<file path="config.mk">
export PLATFORM = sky130hd
export DESIGN_NAME = fetch_stage
export DESIGN_NICKNAME = d
export VERILOG_FILES = /design/src/rtl/cpu_pkg.sv /design/src/rtl/fetch_buffer.sv /design/src/rtl/fetch_stage.sv
export SDC_FILE = /design/constraint.sdc
export NUM_CORES = 1
export LEC_CHECK = 0
export ABC_AREA = 1
export BUFFER_PORTS_ARGS = -buffer_cell sky130_fd_sc_hd__buf_2
export CAP_MARGIN = 20
export CORE_MARGIN = 4
export CORE_UTILIZATION = 55
export DETAILED_ROUTE_END_ITERATION = 8
export GPL_ROUTABILITY_DRIVEN = 1
export GPL_TIMING_DRIVEN = 0
export HOLD_SLACK_MARGIN = 0.03
export PLACE_DENSITY_LB_ADDON = 0.1
export RECOVER_POWER = 25
export SYNTH_ARGS = -nofsm -noshare
export SYNTH_HDL_FRONTEND = slang
export SYNTH_SLANG_ARGS = --single-unit
</file>
<file path="constraint.sdc">
create_clock -name clk -period 2.9 [get_ports clk]
set_input_delay 0.435 -clock clk [delete_from_list [all_inputs] [get_ports clk]]
set_output_delay 0.435 -clock clk [all_outputs]
set_load 0.01 [all_outputs]
</file>
<file path="src/rtl/cpu_pkg.sv">
// cpu_pkg: shared fetch-stage types and reset defaults
package cpu_pkg;
  typedef enum logic [1:0] {IDLE, REQ, WAIT, HOLD} fetch_state_t;
  localparam logic [31:0] RESET_PC_DEFAULT = 32'h0000_0000;
  localparam logic [31:0] NOP_INST_DEFAULT = 32'h0000_0000;
endpackage

</file>
<file path="src/rtl/fetch_buffer.sv">
// fetch_buffer: one-entry holding slot for a response that arrives during a stall
module fetch_buffer (
  input  logic        clk,
  input  logic        rst,
  input  logic        load,
  input  logic        drain,
  input  logic        clear,
  input  logic [31:0] in_pc,
  input  logic [31:0] in_inst,
  output logic        valid,
  output logic [31:0] pc,
  output logic [31:0] inst
);
  // clear and drain empty the slot; load captures a stalled response
  always_ff @(posedge clk or negedge rst)
    if (!rst) begin
      valid <= 1'b0;
      pc    <= '0;
      inst  <= '0;
    end else if (clear || drain) begin
      valid <= 1'b0;
    end else if (load) begin
      valid <= 1'b1;
      pc    <= in_pc;
      inst  <= in_inst;
    end
endmodule

</file>
<file path="src/rtl/fetch_stage.sv">
// fetch_stage: single-outstanding instruction fetch with stall buffer and branch redirect
module fetch_stage
  import cpu_pkg::*;
#(
  parameter logic [31:0] RESET_PC = RESET_PC_DEFAULT,
  parameter logic [31:0] NOP_INST = NOP_INST_DEFAULT
) (
  input  logic        clk,
  input  logic        rst,
  input  logic        hazard_stall,
  input  logic        MemStall,
  input  logic        branch_taken,
  input  logic [31:0] branch_target,
  output logic        im_req,
  output logic [31:0] im_addr,
  input  logic        im_gnt,
  input  logic        im_rvalid,
  input  logic [31:0] im_rdata,
  output logic        IF_ID_valid,
  output logic [31:0] IF_ID_pc,
  output logic [31:0] IF_ID_inst
);
  fetch_state_t state, state_next;
  logic [31:0] pc, pc_next, fetch_pc;
  logic        drop, drop_next;
  logic        stall, grant, resp, take, drain;
  logic        buf_valid;
  logic [31:0] buf_pc, buf_inst;

  assign stall   = hazard_stall | MemStall;
  assign im_req  = state == REQ;
  assign im_addr = pc;
  assign grant   = im_req && im_gnt;
  assign resp    = state == WAIT && im_rvalid;
  assign take    = resp && !drop && !branch_taken;
  assign drain   = state == HOLD && buf_valid && !stall && !branch_taken;

  // next state, pc and drop flag; a redirect wins over any stall
  always_comb begin
    state_next = state;
    case (state)
      IDLE:    state_next = REQ;
      REQ:     state_next = im_gnt ? WAIT : REQ;
      WAIT:    state_next = !im_rvalid ? WAIT : (branch_taken || drop || !stall) ? REQ : HOLD;
      HOLD:    state_next = (branch_taken || !stall) ? REQ : HOLD;
      default: state_next = IDLE;
    endcase
    pc_next   = branch_taken ? branch_target : grant ? pc + 32'd4 : pc;
    drop_next = resp ? 1'b0 : (branch_taken && (state == WAIT || grant)) ? 1'b1 : drop;
  end

  // control registers; fetch_pc remembers the address of the request in flight
  always_ff @(posedge clk or negedge rst)
    if (!rst) begin
      state    <= IDLE;
      pc       <= RESET_PC;
      fetch_pc <= RESET_PC;
      drop     <= 1'b0;
    end else begin
      state    <= state_next;
      pc       <= pc_next;
      fetch_pc <= grant ? pc : fetch_pc;
      drop     <= drop_next;
    end

  fetch_buffer u_buf (
    .clk     (clk),
    .rst     (rst),
    .load    (take && stall),
    .drain   (drain),
    .clear   (branch_taken),
    .in_pc   (fetch_pc),
    .in_inst (im_rdata),
    .valid   (buf_valid),
    .pc      (buf_pc),
    .inst    (buf_inst)
  );

  // IF/ID register: frozen on stall, otherwise bypass, drain or bubble
  always_ff @(posedge clk or negedge rst)
    if (!rst) begin
      IF_ID_valid <= 1'b0;
      IF_ID_pc    <= '0;
      IF_ID_inst  <= NOP_INST;
    end else if (branch_taken || !stall) begin
      IF_ID_valid <= take || drain;
      IF_ID_pc    <= take ? fetch_pc : drain ? buf_pc : IF_ID_pc;
      IF_ID_inst  <= take ? im_rdata : drain ? buf_inst : NOP_INST;
    end
endmodule

</file>
# After elaboration in Yosys (flattened, before gate mapping)
# Cells that the tools add are included.
# Widths: inputs -> output; s select.
# totals
output_inout_bits,98
ff_bits,197
wordCells,56
input_bits,71
# classes
mux,15
bitwise,2
n_eq_ne,3
addsub,1
reduce_logical,25
# op_table
operator,n
$mux 32,6
$add 32x3->32 const B,1
$logic_and 1x1->1,9
$mux 2,4
$pmux 2 s4,1
$reduce_bool 2->1,4
$logic_or 1x1->1,6
$eq 2x2->1 const B,2
$mux 1,4
$reduce_and 2->1,2
$logic_not 1->1,3
$eq 2x1->1 const B,1
$logic_not 2->1,1
$not 1->1,1
$or 1x1->1,1

# Longest topological paths before layout
# Gate-level depths: netlist (run 1).
# depth
word_depth,7
mapped_depth,11

# By module
# From an unflattened synthesis (run 1), not the netlist that was laid out.
# hier_totals
cells_unflattened,1271
hier_area_um2,9477.8
# modules_own_cells
module,seq_area_each_um2,cells_per_inst,area_each_um2,instances
fetch_stage,3303.2,989,6861.6,1
fetch_buffer,1626.6,282,2616.3,1

# Worst setup path after synthesis (run 1)
# OpenSTA, ideal clock, no wires.
# synth_path
path_kind,register to register
startpoint,"register pc[3], in the netlist im_addr[3]"
endpoint,"register pc[22], in the netlist im_addr[22]"
stages_incl_launch_ff,9
required_time_ns,2.783
n_path_buf,0
t_arrival_ns,1.454
path_slack_ns,1.329
cell_sequence,dfrtp_1 > ha_1 > nand2_1 > nor2_1 > nand2_1 > nor2_1 > nand3_1 > nand3_1 > nand2_1
# synth_between
elab_chain_cells,3
# synth_lines
element,line_no,rtl
"start, declared",fetch_stage.sv:24,"logic [31:0] pc, pc_next, fetch_pc;"
"start signal, assigned",fetch_stage.sv:61,pc <= pc_next;
$add 32x3->32,fetch_stage.sv:48,pc_next = branch_taken ? branch_target : grant ? pc + 32'd4 : pc;
$mux 32 (2 in series),fetch_stage.sv:48,
# Every way passes these cells. The select of a mux whose other input is x is not followed.
# A chain may end at the register's enable or synchronous reset.

# Final worst setup path (run 1)
# Same ends and word-level chain as after synthesis.

==> results of run 1 <==
## critical path, stage by stage, from the launching register on
cell     delay (ns)
dfrtp_1        0.43
ha_1           0.21
nand2_1        0.06
nor2_1         0.21
nand2_1        0.23
nor2_1         0.37
nand3_1        0.13
nand3_1        0.12
nand2_1        0.05
## state kept, by name, indices dropped and copies added, names as in the netlist
signal,cells
IF_ID_valid,1
u_buf.pc,32
IF_ID_inst,32
u_buf.valid,1
IF_ID_pc,32
drop,1
im_addr,32
state,2
fetch_pc,32
u_buf.inst,32
## through the flow
| stage | hold slack (ns) | utilization, % | setup WS, ns | cell area [µm²] |
|---|---|---|---|---|
| after global placement | 0.4563 | 62.52 | -1.830 | 10330 |
| after global routing | 0.2007 | 65.74 | 0.7518 | 10860 |
| after detailed placement | 0.4449 | 62.75 | 0.7883 | 10370 |
| after floorplan | 0.1394 | - | 1.329 | 9215 |
| final | 0.2129 | 65.74 | 0.9940 | 10860 |
| after CTS | 0.1970 | 66.11 | 0.9688 | 10920 |
## power groups by stage
| stage | combinational, W | sequential, W | clock, W |
|---|---|---|---|
| finish | 0.00168 | 0.00381 | 0.00217 |
| global placement | 0.00163 | 0.00382 | 0 |
| CTS | 0.00170 | 0.00380 | 0.00222 |
| detailed placement | 0.00168 | 0.00385 | 0 |
| floorplan | 0.00110 | 0.00381 | 0 |
| global route | 0.00197 | 0.00390 | 0.00232 |
## synth_stat cells (all sizes together), types with 2 or more instances
library cell    n
o21bai          3
buf            31
o211ai          2
o21ai         191
inv           130
a21oi           2
nand3          77
xor2            5
clkbuf         27
nand2         467
and2            2
nor2           47
dfrtp         197
## per-layer routing
layer | global-route usage, % | share of wire (%) | vias to the layer above
met5 | 0 | 0 | -
met4 | 8.204 | 1.9 | 0
met3 | 4.602 | 6.0 | 29
met2 | 37.42 | 44 | 235
met1 | 35.96 | 48 | 3653
li1 | - | - | 4104
## area by class of cell
cell class / count / area (µm²)
plain buffers: 58 / 317.8
clock buffers: 20 / 466.7
clock inverters: 11 / 78.83
fillers: 1506 / 5662
inverters: 131 / 491.7
multi-input cells: 803 / 3475
flip-flops and latches: 197 / 4930
well taps: 220 / 275.3
repair buffers: 170 / 828.3
## how the worst max path moves through the flow
stage / start / end / slack (ns) / cells past startpoint
6_report: im_addr[3]$_DFFE_PN0P_ / im_addr[22]$_DFFE_PN0P_ / 0.99 / 8
5_1_grt: im_addr[3]$_DFFE_PN0P_ / im_addr[22]$_DFFE_PN0P_ / 0.75 / 8
4_1_cts: im_addr[3]$_DFFE_PN0P_ / im_addr[20]$_DFFE_PN0P_ / 0.97 / 8
3_5_place_dp: MemStall / IF_ID_inst[3]$_DFFE_PN0P_ / 0.79 / 8
3_3_place_gp: rst / im_addr[24]$_DFFE_PN0P_ / -1.83 / 1
2_1_floorplan: im_addr[3]$_DFFE_PN0P_ / im_addr[22]$_DFFE_PN0P_ / 1.33 / 8
## cells by family (layout without fill, tap and decap cells)
kind of cell / after synthesis / in the layout
xor+xnor: 6 / 6
flops: 197 / 197
compound gates: 201 / 201
fa+ha+maj: 1 / 1
simple gates: 595 / 595
buf+inv: 189 / 390
==> flow_metrics.tcl, run 1 <==
set metrics [dict create \
    yosys.area_share.simple_pct 25.68 \
    dr.pass1.iters 5 \
    synth-xor-area-share_pct 0.5703 \
    power_density_nw_per_um2 705.5 \
    cts_buffers 17 \
    synthMuxAreaShare_pct 0 \
    p_sw_w 0.002490 \
    layout-drive-gt1-share_pct 13.96 \
    postCtsHoldBufs 1 \
    maxSlewHeadroom_pct 58.12 \
    p_total_w 0.007663 \
    initial_core_util_pct 55.77 \
    clock-root-buffer "clkbuf_16" \
    die_x_um 137.4 \
    finalHoldViolations 0 \
    layout_commonest_cell "nand2_1" \
    crit_path_start_kind "register" \
    max_freq_mhz 524.6 \
    clock-sinks 197 \
    power_switching_share_pct 32.50 \
    hold_depth 3 \
    final_cell_mix "nand2_1, dfrtp_1, buf_2, inv_1, o21ai_0" \
    outcome "finished, final reports clean" \
    hp-start "branch_target[1]" \
    cellLeakagePower_nw 5.633 \
    fin_nets 1450 \
    dp_hpwl_um 16310 \
    critPathKind "register to register" \
    r2r_end "im_addr[22]$_DFFE_PN0P_" \
    synth-edff-count 0 \
    hold_path_class "input port to register" \
    antenna_found_initial 0 \
    cts_tree "done" \
    p_comb_share_pct 21.9 \
    grt_max_degree 125 \
    drv_slew 0 \
    coreArea_um2 16520 \
    place_congestion 0.9518 \
    grt_pass1_wl_um 36940 \
    period_minus_slack_ns 1.906 \
    fin_cells 1610 \
    yosysTopAreaCellShare_pct 53.50 \
    cp_data_arrival_time_ns 2.23 \
    overflow 0 \
    wl_per_cell_um 13.93 \
    fp.dieArea_um2 18890 \
    grt_pass1_vias 7629 \
    synth_compound_area_share_pct 11.32 \
    netlist_area_um2 9215 \
    dp_cells 1578 \
    crit_required_ns 3.22 \
    antennaDiodeCount 0 \
    seq_power_share_pct 49.7 \
    track_usage_pct 24.67 \
    rr_startpoint "im_addr[3]$_DFFE_PN0P_" \
    clk_pin_slew_ns 0.07 \
    drc 0 \
    routed_wl_um 22430 \
    synth_top_family_by_area "simple AND/OR/NAND/NOR gates" \
    setup_tns_ns 0 \
    cts_resized 0 \
    avgSynthCellArea_um2 7.750 \
    irDropWorstVdd_v 0.0004341 \
    synth.largest_area_cell "dfrtp_1" \
    placement.io_buffers 168 \
    p_int_w 0.005173 \
    area_growth_pct 17.88 \
    clk_latency_ns 0.43 \
    ff2ff_setup_slack_ns 0.99 \
    clock_skew_ns 0.009662 \
    crit_fanout 7 \
    boundaryPins 169 \
    post_cts_buffers 0 \
    rows 47 \
    synth.distinct_cells 31 \
    viasPerCell 4.982 \
    endpoint_kind "register" \
    drv_cap 0 \
    ys.flop_type "dfrtp_1" \
    rsz0062_at_grt "no" \
    synth_fa_ha_area_share_pct 0.1358 \
    vias 8021 \
    yosysSeqAreaShare_pct 53.50 \
    synth-async-reset-ratio_pct 100.0 \
    tightest_slew_ns 0.6282 \
    synth_seq_cells 197 \
    holdPathEnd "im_addr[1]$_DFFE_PN0P_" \
    yosys_warnings 0 \
    cts.htree.levels 4 \
    die_y_um 137.4 \
    yosys-top-cells-area "dfrtp_1, nand2_1, o21ai_0, inv_1, nand3_1" \
    ant_nets 0 \
    synth_nets 1261 \
    drt-initial-drc-count 495 \
    r2r_cells 8 \
    synthCells 1189 \
    p_clk_share_pct 28.3 \
    clockBufferDepth 2 \
    fin_crit_sh_pct 65.73 \
    finalSetupViolCount 0 \
]
Note: power is estimated with default switching activity, not from simulation.
==> inputs of run 2 (changes only) <==
Settings changed: CORE_UTILIZATION 55 to 51.
Clock period 2.9 ns to 1.74 ns, I/O delays scaled along.
==> flow_metrics.tcl, run 2 (synthesized netlist as in run 1, its figures left out) <==
set metrics [dict create \
    grt_pass1_vias 7551 \
    max_freq_mhz 617.8 \
    drv_slew 0 \
    clk_latency_ns 0.43 \
    crit_fanout 7 \
    layout-drive-gt1-share_pct 18.21 \
    period_minus_slack_ns 1.619 \
    fin_crit_sh_pct 93.02 \
    crit_required_ns 2.05 \
    critPathKind "register to register" \
    fin_cells 1620 \
    endpoint_kind "register" \
    clk_pin_slew_ns 0.07 \
    cp_data_arrival_time_ns 1.93 \
    crit_path_start_kind "register" \
    clock_skew_ns 0.01155 \
    antenna_found_initial 0 \
    drc 0 \
    ant_nets 0 \
    setup_slack_ns 0.1214 \
    maxSlewHeadroom_pct 48.40 \
    final_cell_mix "nand2_1, dfrtp_1, buf_2, inv_1, o21ai_0" \
    grt_max_degree 104 \
    coreArea_um2 17480 \
    fp.dieArea_um2 20280 \
    boundaryPins 169 \
    postLayoutCoreUtil_pct 63.37 \
    initial_core_util_pct 52.73 \
    cellLeakagePower_nw 5.860 \
    die_x_um 142.4 \
    clock-sinks 197 \
    fin_nets 1455 \
    power_density_nw_per_um2 1178 \
    antennaDiodeCount 0 \
    dp_cells 1583 \
    rows 48 \
    die_y_um 142.4 \
    p_total_w 0.01304 \
    ff2ff_setup_slack_ns 0.12 \
    vias 8072 \
    multi_input_area_um2 3537 \
    layout_commonest_cell "nand2_1" \
    viasPerCell 4.983 \
    drv_cap 0 \
    track_usage_pct 22.82 \
    cts.htree.levels 4 \
    cts_tree "done" \
    wl_per_cell_um 14.07 \
    area_growth_pct 20.19 \
    routed_wl_um 22800 \
    grt_pass1_wl_um 37250 \
    dp_hpwl_um 16730 \
    clockBufferDepth 2 \
    tightest_slew_ns 0.7740 \
    clock-root-buffer "clkbuf_16" \
    outcome "finished, final reports clean" \
    dpl_worst_slack_ns -0.1782 \
    place_congestion 0.8781 \
    dr.pass1.iters 5 \
    regArea_um2 4930 \
    rsz0062_at_grt "yes" \
    placement.io_buffers 168 \
    drt-initial-drc-count 448 \
    fillers 1600 \
    overflow 0 \
    finalSetupViolCount 0 \
    cts_buffers 17 \
    irDropWorstVdd_v 0.0005935 \
    hold_path_class "input port to register" \
    finalHoldViolations 0 \
]
## run 2: through the flow
stage | TNS, ns | instance area [µm²] | hold WS [ns]
after global routing | -0.6297 | 11080 | 0.04593
after CTS | -0.2818 | 10990 | 0.03182
after detailed placement | -5.585 | 10380 | 0.3634
after floorplan | 0 | 9215 | -0.03459
final | 0 | 11080 | 0.04851
after global placement | -567.28 | 10340 | 0.4579
## run 2: path summary, 6_finish.rpt
| check | start | to | cells after the start |
|---|---|---|---|
| max | im_addr[3]$_DFFE_PN0P_ | im_addr[18]$_DFFE_PN0P_ | 8 |
| min | branch_target[12] | im_addr[12]$_DFFE_PN0P_ | 3 |
| max reg2reg | im_addr[3]$_DFFE_PN0P_ | im_addr[18]$_DFFE_PN0P_ | 8 |
| min reg2reg | IF_ID_inst[5]$_DFFE_PN0P_ | IF_ID_inst[5]$_DFFE_PN0P_ | 2 |
| max in group asynchronous | rst | fetch_pc[25]$_DFFE_PN0P_ | 3 |
| min in group asynchronous | rst | IF_ID_inst[26]$_DFFE_PN0P_ | 2 |
## run 2: per-layer routing
| layer | global-route usage (%) | wire length [µm] | up-vias |
|---|---|---|---|
| met5 | 0 | 0 | - |
| met4 | 6.953 | 265 | 0 |
| met3 | 3.797 | 1396 | 21 |
| met2 | 35.43 | 10330 | 232 |
| met1 | 33.19 | 10810 | 3700 |
| li1 | - | - | 4119 |
## run 2: power breakdown
part           switching, W  internal (W)  total, W
clock network       0.00170       0.00215   0.00386
logic               0.00178       0.00106   0.00285
registers          0.000690       0.00565   0.00634
total               0.00418       0.00887    0.0130
## run 2: worst max-delay path: stages (launching register included)
cell	delay, ns
dfrtp_1	0.42
ha_1	0.21
nand2_1	0.07
nor2_2	0.16
nand2_2	0.19
nor2_4	0.21
nand2_1	0.07
nand3_1	0.09
nand3_1	0.07
## run 2: layout make-up
class                   count  share of cell area, %
clock inverters            11                  1.141
plain buffers              58                  3.118
inverters                 131                  4.440
clock buffers              20                  4.033
flip-flops and latches    197                  44.51
repair buffers            175                  8.281
multi-input cells         803                  31.94
well taps                 225                  2.542
## run 2: what timing repair did
| action | in CTS | in global routing |
|---|---|---|
| setup endpoints to repair | 10 | 118 |
| buffers inserted | 0 | 3 |
| hold buffers | 3 | 0 |
| resized for setup | 4 | 36 |
| hold endpoints to repair | 104 | 0 |
| pin swaps | 0 | 1 |
==> inputs of run 3 (changes only) <==
Settings changed: CORE_ASPECT_RATIO set to 1.4.
==> flow_metrics.tcl, run 3 (synthesized netlist as in run 1, its figures left out) <==
set metrics [dict create \
    area_growth_pct 20.54 \
    initial_core_util_pct 52.52 \
    grt.met2_usage_pct 39.69 \
    antennaDiodeCount 0 \
    drc 0 \
    wl_per_cell_um 14.00 \
    vias 8010 \
    use_met1_pct 29.47 \
    crit_path_start_kind "register" \
    grt_max_degree 113 \
    rsz0062_at_grt "yes" \
    fp.dieArea_um2 20310 \
    clock-root-buffer "clkbuf_16" \
    clock-sinks 197 \
    final_cell_mix "nand2_1, dfrtp_1, buf_2, inv_1, o21ai_0" \
    die_x_um 121.6 \
    hold_path_class "input port to register" \
    place_congestion 0.8620 \
    endpoint_kind "register" \
    drv_slew 0 \
    grt_pass1_vias 7916 \
    irDropWorstVdd_v 0.0006005 \
    dpl_worst_slack_ns -0.2231 \
    finalSetupViolCount 0 \
    cts.htree.levels 4 \
    cellLeakagePower_nw 5.925 \
    track_usage_pct 22.96 \
    setup_slack_ns 0.07703 \
    layout_commonest_cell "nand2_1" \
    period_minus_slack_ns 1.663 \
    power_density_nw_per_um2 1157 \
    placement.io_buffers 168 \
    fin_crit_sh_pct 95.57 \
    clockBufferDepth 2 \
    outcome "finished, final reports clean" \
    dp_hpwl_um 16940 \
    clk_pin_slew_ns 0.08 \
    busiest_layer "met2" \
    crit_required_ns 2.05 \
    coreArea_um2 17540 \
    finalHoldViolations 0 \
    met3_usage_pct 3.562 \
    cp_data_arrival_time_ns 1.97 \
    critPathKind "register to register" \
    antenna_found_initial 0 \
    boundaryPins 169 \
    finalInstanceArea_um2 11110 \
    tightest_slew_ns 0.6451 \
    ant_nets 0 \
    grt_pass1_wl_um 37760 \
    fin_nets 1457 \
    maxSlewHeadroom_pct 57.00 \
    routed_wl_um 22860 \
    overflow 0 \
    cts_tree "done" \
    max_freq_mhz 601.3 \
    clk_latency_ns 0.44 \
    placed_area_um2 10390 \
    dr.pass1.iters 5 \
    rows 57 \
    viasPerCell 4.905 \
    drt-initial-drc-count 477 \
    crit_fanout 10 \
    die_y_um 167.0 \
    cts_buffers 17 \
    clock_skew_ns 0.009784 \
    drv_cap 0 \
    layout-drive-gt1-share_pct 18.90 \
]
[run 3: cell types whose count changed in the layout (fill, tap and decap cells not counted), moves of 3 or more]
| cell | before | now |
|---|---|---|
| buf_2 | 168 | 181 |
| clkbuf_1 | 33 | 20 |
| clkbuf_4 | 3 | 0 |
| clkinv_4 | 1 | 4 |
| dlygate4sd3_1 | 3 | 7 |
[run 3: where the power goes]
part / internal [W] / switching [W] / leakage (nW) / total [W]
combinational: 0.00107 / 0.00177 / 3.04 / 0.00284
sequential: 0.00565 / 0.000682 / 2.63 / 0.00633
clock: 0.00187 / 0.00182 / 0.257 / 0.00369
[run 3: final cells by class]
| type | instances | area (µm²) |
|---|---|---|
| Clock buffer | 17 | 425.4 |
| Inverter | 131 | 491.7 |
| Sequential cell | 197 | 4930 |
| Clock inverter | 14 | 122.6 |
| Multi-Input combinational cell | 803 | 3548 |
| Tap cell | 236 | 295.3 |
| Timing Repair Buffer | 177 | 955.9 |
| Buffer | 58 | 339.1 |
| Fill cell | 1642 | 6436 |
[run 3: what timing repair did]
action                                  CTS  global route
endpoints found under the setup margin   18            83
resized for setup                        11            27
endpoints found under the hold margin    91             0
hold buffers                              7             0
cloned                                    0             0
buffers inserted                          0             1
pin swaps                                 0             1
[run 3: stage by stage]
stage	power (W)	cells	util, %	hold WS (ns)	setup TNS [ns]
2_1_floorplan	0.008179	1189	-	-0.03459	0
3_3_place_gp	0.009067	1593	59.00	0.4570	-564.85
3_5_place_dp	0.009205	1594	59.21	0.3057	-8.672
4_1_cts	0.01294	1632	62.93	0.03727	0
5_1_grt	0.01374	1633	63.31	0.05445	-0.01310
6_report	0.01285	1633	63.31	0.04640	0
[run 3: per-layer routing]
| layer | share of wire (%) | vias up |
|---|---|---|
| met5 | 0 | - |
| met4 | 2.4 | 0 |
| met3 | 4.9 | 36 |
| met2 | 50 | 212 |
| li1 | - | 4103 |
| met1 | 43 | 3659 |
[run 3: final timing paths]
path | slack [ns] | depth (start not counted) | start | to
setup / recovery | 0.08 | 8 | state[1]$_DFF_PN0_ | im_addr[6]$_DFFE_PN0P_
hold / removal | 0.05 | 3 | branch_target[11] | im_addr[11]$_DFFE_PN0P_
setup reg to reg | 0.08 | 8 | state[1]$_DFF_PN0_ | im_addr[6]$_DFFE_PN0P_
hold reg to reg | 0.47 | 2 | IF_ID_inst[2]$_DFFE_PN0P_ | IF_ID_inst[2]$_DFFE_PN0P_
max in group asynchronous | 0.36 | 3 | rst | u_buf.pc[25]$_DFFE_PN0P_
min in group asynchronous | 0.41 | 2 | rst | IF_ID_inst[24]$_DFFE_PN0P_
[run 3: critical path, stage by stage (launching register included)]
cell      delay (ns)
dfrtp_1         0.41
nor2_1          0.21
nand2_2         0.16
nand2_1         0.12
buf_4           0.20
inv_1           0.08
buf_2           0.19
nand2_1         0.08
o211ai_1        0.09
